## src/rtl/multicycle_control_fsm_if.sv

```systemverilog
// Control bundle between the multicycle control FSM and the IR/PC datapath, ALU,
// register file and unified memory.
interface multicycle_control_fsm_if #(
  parameter int INSTR_W = 32,
  parameter int ALUOP_W = 3,
  parameter int CNT_W   = 16
);
  logic               stall;
  logic               mem_ready;
  logic [INSTR_W-1:0] instr;
  logic [2:0]         state;
  logic               ir_write;
  logic               pc_write;
  logic               pc_write_cond;
  logic               branch_ne;
  logic               jump;
  logic [ALUOP_W-1:0] alu_op;
  logic [1:0]         alu_src_b;
  logic               reg_dst;
  logic               reg_write;
  logic               mem_read;
  logic               mem_write;
  logic               mem_to_reg;
  logic               illegal_op;
  logic [CNT_W-1:0]   instr_count;

  // The control FSM side
  modport master (
    input  stall, mem_ready, instr,
    output state, ir_write, pc_write, pc_write_cond, branch_ne, jump, alu_op,
           alu_src_b, reg_dst, reg_write, mem_read, mem_write, mem_to_reg,
           illegal_op, instr_count
  );

  // The datapath side
  modport slave (
    output stall, mem_ready, instr,
    input  state, ir_write, pc_write, pc_write_cond, branch_ne, jump, alu_op,
           alu_src_b, reg_dst, reg_write, mem_read, mem_write, mem_to_reg,
           illegal_op, instr_count
  );
endinterface

```

## src/rtl/multicycle_control_fsm.sv

```systemverilog
// Multicycle MIPS-style control FSM: FETCH/DECODE/EXEC/MEM/WB sequencing with a memory
// ready handshake, stall freeze, illegal-opcode trap and a retired-instruction counter.
module multicycle_control_fsm #(
  parameter int INSTR_W  = 32,
  parameter int OPCODE_W = 6,
  parameter int ALUOP_W  = 3,
  parameter int CNT_W    = 16
) (
  input  logic                    clk,
  input  logic                    rst,
  multicycle_control_fsm_if.master bus
);
  localparam logic [2:0] FETCH  = 3'd0;
  localparam logic [2:0] DECODE = 3'd1;
  localparam logic [2:0] EXEC   = 3'd2;
  localparam logic [2:0] MEM    = 3'd3;
  localparam logic [2:0] WB     = 3'd4;
  localparam logic [2:0] TRAP   = 3'd5;

  localparam logic [OPCODE_W-1:0] OP_R    = OPCODE_W'(0);
  localparam logic [OPCODE_W-1:0] OP_BEQ  = OPCODE_W'(1);
  localparam logic [OPCODE_W-1:0] OP_BNE  = OPCODE_W'(2);
  localparam logic [OPCODE_W-1:0] OP_SW   = OPCODE_W'(3);
  localparam logic [OPCODE_W-1:0] OP_LW   = OPCODE_W'(4);
  localparam logic [OPCODE_W-1:0] OP_ADDI = OPCODE_W'(5);
  localparam logic [OPCODE_W-1:0] OP_ANDI = OPCODE_W'(6);
  localparam logic [OPCODE_W-1:0] OP_ORI  = OPCODE_W'(7);
  localparam logic [OPCODE_W-1:0] OP_SLTI = OPCODE_W'(8);
  localparam logic [OPCODE_W-1:0] OP_J    = OPCODE_W'(9);

  localparam logic [ALUOP_W-1:0] ALU_ADD = ALUOP_W'(3'b000);
  localparam logic [ALUOP_W-1:0] ALU_SUB = ALUOP_W'(3'b001);
  localparam logic [ALUOP_W-1:0] ALU_FN  = ALUOP_W'(3'b010);
  localparam logic [ALUOP_W-1:0] ALU_AND = ALUOP_W'(3'b011);
  localparam logic [ALUOP_W-1:0] ALU_OR  = ALUOP_W'(3'b100);
  localparam logic [ALUOP_W-1:0] ALU_SLT = ALUOP_W'(3'b111);

  logic [2:0]          state, nextState;
  logic [OPCODE_W-1:0] opcodeQ;
  logic [OPCODE_W-1:0] opcode;
  logic                illegalQ;
  logic [CNT_W-1:0]    count;
  logic                retire;
  logic irWr, pcWr, pcWrCond, jumpEn, regWr, memRd, memWr;

  assign opcode = bus.instr[INSTR_W-1 -: OPCODE_W];

  always_comb begin
    nextState = state;
    unique case (state)
      FETCH:  nextState = bus.mem_ready ? DECODE : FETCH;
      DECODE: begin
        if (bus.instr == '0)         nextState = FETCH;
        else if (opcode > OP_J)      nextState = TRAP;
        else                         nextState = EXEC;
      end
      EXEC: begin
        case (opcodeQ)
          OP_R, OP_ADDI, OP_ANDI, OP_ORI, OP_SLTI: nextState = WB;
          OP_LW, OP_SW:                            nextState = MEM;
          default:                                 nextState = FETCH;
        endcase
      end
      MEM:     if (bus.mem_ready) nextState = (opcodeQ == OP_LW) ? WB : FETCH;
      WB:      nextState = FETCH;
      TRAP:    nextState = TRAP;
      default: nextState = FETCH;
    endcase
  end

  assign retire = (nextState == FETCH) &&
                  (state == DECODE || state == EXEC || state == MEM || state == WB);

  // A stall freezes every piece of architectural state, including a pending handshake
  always_ff @(posedge clk) begin
    if (rst) begin
      state    <= FETCH;
      opcodeQ  <= '0;
      illegalQ <= 1'b0;
      count    <= '0;
    end else if (!bus.stall) begin
      state <= nextState;
      if (state == DECODE) opcodeQ <= opcode;
      if (nextState == TRAP) illegalQ <= 1'b1;
      if (retire) count <= count + 1'b1;
    end
  end

  always_comb begin
    irWr = 1'b0; pcWr = 1'b0; pcWrCond = 1'b0; jumpEn = 1'b0;
    regWr = 1'b0; memRd = 1'b0; memWr = 1'b0;
    bus.branch_ne  = 1'b0;
    bus.alu_op     = ALU_ADD;
    bus.alu_src_b  = 2'd0;
    bus.reg_dst    = 1'b0;
    bus.mem_to_reg = 1'b0;
    case (state)
      FETCH: begin
        memRd = 1'b1;
        irWr  = 1'b1;
        pcWr  = bus.mem_ready;
        bus.alu_src_b = 2'd1;
      end
      EXEC: begin
        case (opcodeQ)
          OP_R:    bus.alu_op = ALU_FN;
          OP_ADDI: bus.alu_src_b = 2'd2;
          OP_ANDI: begin bus.alu_op = ALU_AND; bus.alu_src_b = 2'd2; end
          OP_ORI:  begin bus.alu_op = ALU_OR;  bus.alu_src_b = 2'd2; end
          OP_SLTI: begin bus.alu_op = ALU_SLT; bus.alu_src_b = 2'd2; end
          OP_LW, OP_SW: bus.alu_src_b = 2'd2;
          OP_BEQ, OP_BNE: begin
            bus.alu_op    = ALU_SUB;
            pcWrCond      = 1'b1;
            bus.branch_ne = (opcodeQ == OP_BNE);
          end
          OP_J: begin jumpEn = 1'b1; pcWr = 1'b1; end
          default: ;
        endcase
      end
      MEM: begin
        memRd = (opcodeQ == OP_LW);
        memWr = (opcodeQ == OP_SW);
      end
      WB: begin
        regWr          = 1'b1;
        bus.reg_dst    = (opcodeQ == OP_R);
        bus.mem_to_reg = (opcodeQ == OP_LW);
      end
      default: ;
    endcase
  end

  assign bus.ir_write      = irWr     & ~bus.stall;
  assign bus.pc_write      = pcWr     & ~bus.stall;
  assign bus.pc_write_cond = pcWrCond & ~bus.stall;
  assign bus.jump          = jumpEn   & ~bus.stall;
  assign bus.reg_write     = regWr    & ~bus.stall;
  assign bus.mem_read      = memRd    & ~bus.stall;
  assign bus.mem_write     = memWr    & ~bus.stall;
  assign bus.state         = state;
  assign bus.illegal_op    = illegalQ;
  assign bus.instr_count   = count;
endmodule

```

## src/flat_wrapper.sv

```systemverilog
// flat-port wrapper written by rule: the top's interface ports become plain ports
module multicycle_control_fsm_flat 
#(
  parameter int INSTR_W  = 32,
  parameter int OPCODE_W = 6,
  parameter int ALUOP_W  = 3,
  parameter int CNT_W    = 16
)
  (clk, rst, bus_stall, bus_mem_ready, bus_instr, bus_state, bus_ir_write, bus_pc_write, bus_pc_write_cond, bus_branch_ne, bus_jump, bus_alu_op, bus_alu_src_b, bus_reg_dst, bus_reg_write, bus_mem_read, bus_mem_write, bus_mem_to_reg, bus_illegal_op, bus_instr_count);
  multicycle_control_fsm_if #(.INSTR_W(INSTR_W), .ALUOP_W(ALUOP_W), .CNT_W(CNT_W)) bus_i ();
  input  logic clk;
  input  logic rst;
  input wire logic [$bits(bus_i.stall)-1:0] bus_stall;
  input wire logic [$bits(bus_i.mem_ready)-1:0] bus_mem_ready;
  input wire logic [$bits(bus_i.instr)-1:0] bus_instr;
  output wire logic [$bits(bus_i.state)-1:0] bus_state;
  output wire logic [$bits(bus_i.ir_write)-1:0] bus_ir_write;
  output wire logic [$bits(bus_i.pc_write)-1:0] bus_pc_write;
  output wire logic [$bits(bus_i.pc_write_cond)-1:0] bus_pc_write_cond;
  output wire logic [$bits(bus_i.branch_ne)-1:0] bus_branch_ne;
  output wire logic [$bits(bus_i.jump)-1:0] bus_jump;
  output wire logic [$bits(bus_i.alu_op)-1:0] bus_alu_op;
  output wire logic [$bits(bus_i.alu_src_b)-1:0] bus_alu_src_b;
  output wire logic [$bits(bus_i.reg_dst)-1:0] bus_reg_dst;
  output wire logic [$bits(bus_i.reg_write)-1:0] bus_reg_write;
  output wire logic [$bits(bus_i.mem_read)-1:0] bus_mem_read;
  output wire logic [$bits(bus_i.mem_write)-1:0] bus_mem_write;
  output wire logic [$bits(bus_i.mem_to_reg)-1:0] bus_mem_to_reg;
  output wire logic [$bits(bus_i.illegal_op)-1:0] bus_illegal_op;
  output wire logic [$bits(bus_i.instr_count)-1:0] bus_instr_count;
  assign bus_i.stall = bus_stall;
  assign bus_i.mem_ready = bus_mem_ready;
  assign bus_i.instr = bus_instr;
  assign bus_state = bus_i.state;
  assign bus_ir_write = bus_i.ir_write;
  assign bus_pc_write = bus_i.pc_write;
  assign bus_pc_write_cond = bus_i.pc_write_cond;
  assign bus_branch_ne = bus_i.branch_ne;
  assign bus_jump = bus_i.jump;
  assign bus_alu_op = bus_i.alu_op;
  assign bus_alu_src_b = bus_i.alu_src_b;
  assign bus_reg_dst = bus_i.reg_dst;
  assign bus_reg_write = bus_i.reg_write;
  assign bus_mem_read = bus_i.mem_read;
  assign bus_mem_write = bus_i.mem_write;
  assign bus_mem_to_reg = bus_i.mem_to_reg;
  assign bus_illegal_op = bus_i.illegal_op;
  assign bus_instr_count = bus_i.instr_count;
  multicycle_control_fsm #(.INSTR_W(INSTR_W), .OPCODE_W(OPCODE_W), .ALUOP_W(ALUOP_W), .CNT_W(CNT_W)) u_core (.clk(clk), .rst(rst), .bus(bus_i));
endmodule
```

## config.mk

```make
export PLATFORM = sky130hd
export DESIGN_NAME = multicycle_control_fsm_flat
export DESIGN_NICKNAME = d
export VERILOG_FILES = /design/src/rtl/multicycle_control_fsm_if.sv /design/src/rtl/multicycle_control_fsm.sv /design/src/flat_wrapper.sv
export SDC_FILE = /design/constraint.sdc
export NUM_CORES = 1
export LEC_CHECK = 0
export BUFFER_PORTS_ARGS = -buffer_cell sky130_fd_sc_hd__buf_4
export CAP_MARGIN = 40
export CELL_PAD_IN_SITES_DETAIL_PLACEMENT = 0
export CELL_PAD_IN_SITES_GLOBAL_PLACEMENT = 1
export CORE_MARGIN = 8
export CORE_UTILIZATION = 34
export DETAILED_ROUTE_END_ITERATION = 10
export PLACE_DENSITY_LB_ADDON = 0.1
export SYNTH_ARGS = -nofsm -noshare
export SYNTH_HDL_FRONTEND = slang
export SYNTH_SLANG_ARGS = --single-unit
```

## constraint.sdc

```tcl
create_clock -name clk -period 2.3 [get_ports clk]
set_input_delay 0.23 -clock clk [delete_from_list [all_inputs] [get_ports clk]]
set_output_delay 0.23 -clock clk [all_outputs]
set_load 0.03 [all_outputs]
```

==> results.sh <==
export IMPL_seqPwrFrac_pct=44.2
export IMPL_rows=26
export IMPL_synth_async_sr_flop_share_pct=0
export IMPL_drcViolationCount=0
export IMPL_root_buffer="clkbuf_8"
export IMPL_wl_per_cell_microns=14.61
export IMPL_clock_fmax_mhz=477.1
export IMPL_dp_slack_ps=78.65
export IMPL_die_w_microns=89.00
export IMPL_synth_seq_cells=26
export IMPL_area_growth_pct=42.61
export IMPL_die_area_sq_um=7920
export IMPL_die_y_microns=89.00
export IMPL_max_cap_violations=0
export IMPL_arrival_ps=2270
export IMPL_start_util_pct=35.25
export IMPL_nNetsFinal=346
export IMPL_clkTransAtPathRegs_ps=100
export IMPL_synth_cell_types=49
export IMPL_grt_usage_pct=14.21
export IMPL_crit_path_end_kind="register"
export IMPL_routed_wl_microns=5521
export IMPL_finalSetupViolCount=0
export IMPL_netlist_area_leader_share_pct=28.73
export IMPL_crit_fanout=7
export IMPL_routabilityCongestion=0.7962
export IMPL_yosysWarningCount=0
export IMPL_outcome="finished, final reports clean"
export IMPL_grt_first_pass_wirelength_microns=9156
export IMPL_vias=1987
export IMPL_p_int_uw=745.5
export IMPL_peakVddDrop_v=0.0002231
export IMPL_p_total_uw=1072
export IMPL_required_ps=2470
export IMPL_synth_area_per_cell_sq_um=7.981
export IMPL_clock_sinks=26
export IMPL_grt_max_degree=31
export IMPL_start_kind="register"
export IMPL_drive_gt1_share_pct=37.66
export IMPL_grt_pass1_vias=1977
export IMPL_relSlewSlack_pct=62.30
export IMPL_holdBufCountCts=0
export IMPL_switching_share_pct=30.48
export IMPL_synth_seq_area_share_pct=28.73
export IMPL_slew_violations=0
export IMPL_p_leak_uw=0.001032
export IMPL_fin_util_pct=50.27
export IMPL_hold_viol=0
export IMPL_power_density_nw_per_um2=415.1
export IMPL_postCtsSetupRepairBufs=0
export IMPL_antenna_found_initial=0
export IMPL_fill_cells=545
export IMPL_crit_type="register to register"
export IMPL_syn_cell_area_sq_um=1812
export IMPL_synth_edff_count=0
export IMPL_hpwl_microns=4411
export IMPL_rsz0062_at_grt="false"
export IMPL_vias_per_cell=5.257
export IMPL_combPwrFrac_pct=27.5
export IMPL_critical_path_slowest_cell="dfxtp_1"
export IMPL_worst_pin_slew_ps=560.4
export IMPL_switchingPower_uw=326.9
export IMPL_synthCells=227
export IMPL_postRouteAntennaNets=0
export IMPL_drtIter0Drc=69
export IMPL_fin_hold_ws_ps=205.7
export IMPL_synthTopCellsByCount="dfxtp_1, nor2_1, a21oi_1"
export IMPL_numPortBuffers=70
export IMPL_finalCritPeriodShare_pct=91.13
export IMPL_slowest_delay_ps=390
export IMPL_synthTopCellsByArea="dfxtp_1, nor2_1, a21oi_1"
export IMPL_final_min_clock_period_ps=2096
export IMPL_cts_max_path_buffers=2
export IMPL_clock_skew_ps=4.532
export IMPL_cts_tree="yes"
export IMPL_yosysTopAreaCell="dfxtp_1"
export IMPL_antenna_cells=0
export IMPL_synth_main_ff_cell="dfxtp_1"
export IMPL_p_clk_share_pct=28.3
export IMPL_hold_class="primary input to register"
export IMPL_syn_num_nets=264
export IMPL_worst_slack_ps=204.1
export IMPL_grt_overflow_total=0
export IMPL_clock_latency_ps=270
export IMPL_crit_chain="or2_1, a21o_4, a21oi_4, nand2_4, o41ai_1, buf_4, mux2_2"
export IMPL_htreeDepth=1
export IMPL_dr_pass1_iters=4
export IMPL_core_area_sq_um=5140
export IMPL_ioPinCount=71
export IMPL_cts_buffers=3
-- cell type report --
| cell class | count | area [sq um] | area share [%] |
|---|---|---|---|
| well taps | 70 | 87.58 | 3.390 |
| flip-flops and latches | 26 | 521.8 | 20.19 |
| clock buffers | 4 | 55.05 | 2.131 |
| multi-input cells | 182 | 1214 | 46.97 |
| inverters | 4 | 15.01 | 0.5811 |
| repair buffers | 92 | 690.7 | 26.73 |
-- cell usage in the layout (no fill, tap or decap), types with 5 or more instances in the layout --
master and count:
nand4_1 5, nor4_1 12, nor3_1 6, or4_1 10, buf_4 92, mux2i_1 7, nand3_1 11, a21oi_1 18
nor2_1 26, nand2_1 17, dfxtp_1 25, o31ai_1 10
-- final timing paths --
check	from	slack, ps	endpoint	cells past startpoint
max	u_core.opcodeQ[1]$_SDFFE_PP0P_	200	u_core.bus.instr_count[10]$_SDFFE_PP0P_	7
min	bus_instr[28]	210	u_core.opcodeQ[2]$_SDFFE_PP0P_	3
max reg2reg	u_core.opcodeQ[1]$_SDFFE_PP0P_	200	u_core.bus.instr_count[10]$_SDFFE_PP0P_	7
min reg2reg	u_core.bus.illegal_op$_SDFFE_PP0P_	480	u_core.bus.illegal_op$_SDFFE_PP0P_	2
-- per-stage QoR --
| step | TNS [ps] | instances | instance area [sq um] |
|---|---|---|---|
| after detailed placement | 0 | 374 | 2519 |
| after floorplan | -105.6 | 227 | 1838 |
| after global routing | 0 | 378 | 2584 |
| after global placement | 0 | 374 | 2519 |
| after CTS | 0 | 378 | 2574 |
| final | 0 | 378 | 2584 |
-- critical path: cells and delay by family (launching register included) --
kind                   cells  cell delay, ps
AO/OA/AOI/OAI              3             800
buffers and inverters      1             160
flip-flops                 1             390
multiplexers               1             310
AND/OR/NAND/NOR            2             340
-- logic make-up (layout without fill, tap and decap cells) --
family	after synthesis	in the layout	synth area share, %
and+or+nand+nor	120	120	38.19
AOI/OAI and AO/OA	49	49	19.34
DFF	26	26	28.73
buffers and inverters	19	100	6.215
muxes	11	11	6.354
adders and majority gates	1	1	0.6905
xor gates and xnor gates	1	1	0.4835
-- power by group through the flow --
stage                     Combinational (uW)  Clock [uW]  Sequential [uW]
final                                    295         304              474
after global routing                     323         327              477
after CTS                                297         311              474
after detailed placement                 297           0              484
after global placement                   295           0              484
after floorplan                          166           0              491
-- per-layer routing --
layer | up-vias | routed length, microns | track usage [%]
li1 | 1023 | - | -
met1 | 922 | 2263 | 15.80
met2 | 40 | 2824 | 26.89
met3 | 2 | 404 | 2.757
met4 | 0 | 29 | 3.172
met5 | - | 0 | 0
-- registers in the layout, indices dropped and copies added, names as in the netlist --
name / flops
u_core.bus.illegal_op: 1
u_core.bus.instr_count: 16
u_core.bus.state: 3
u_core.opcodeQ: 6
-- repair_timing --
item / 4_1_cts / 5_1_grt
endpoints found under the hold margin: 0 / 0
endpoints found under the setup margin: 0 / 4
gates resized for setup: 0 / 3
Note: power is estimated with default switching activity, not from simulation.
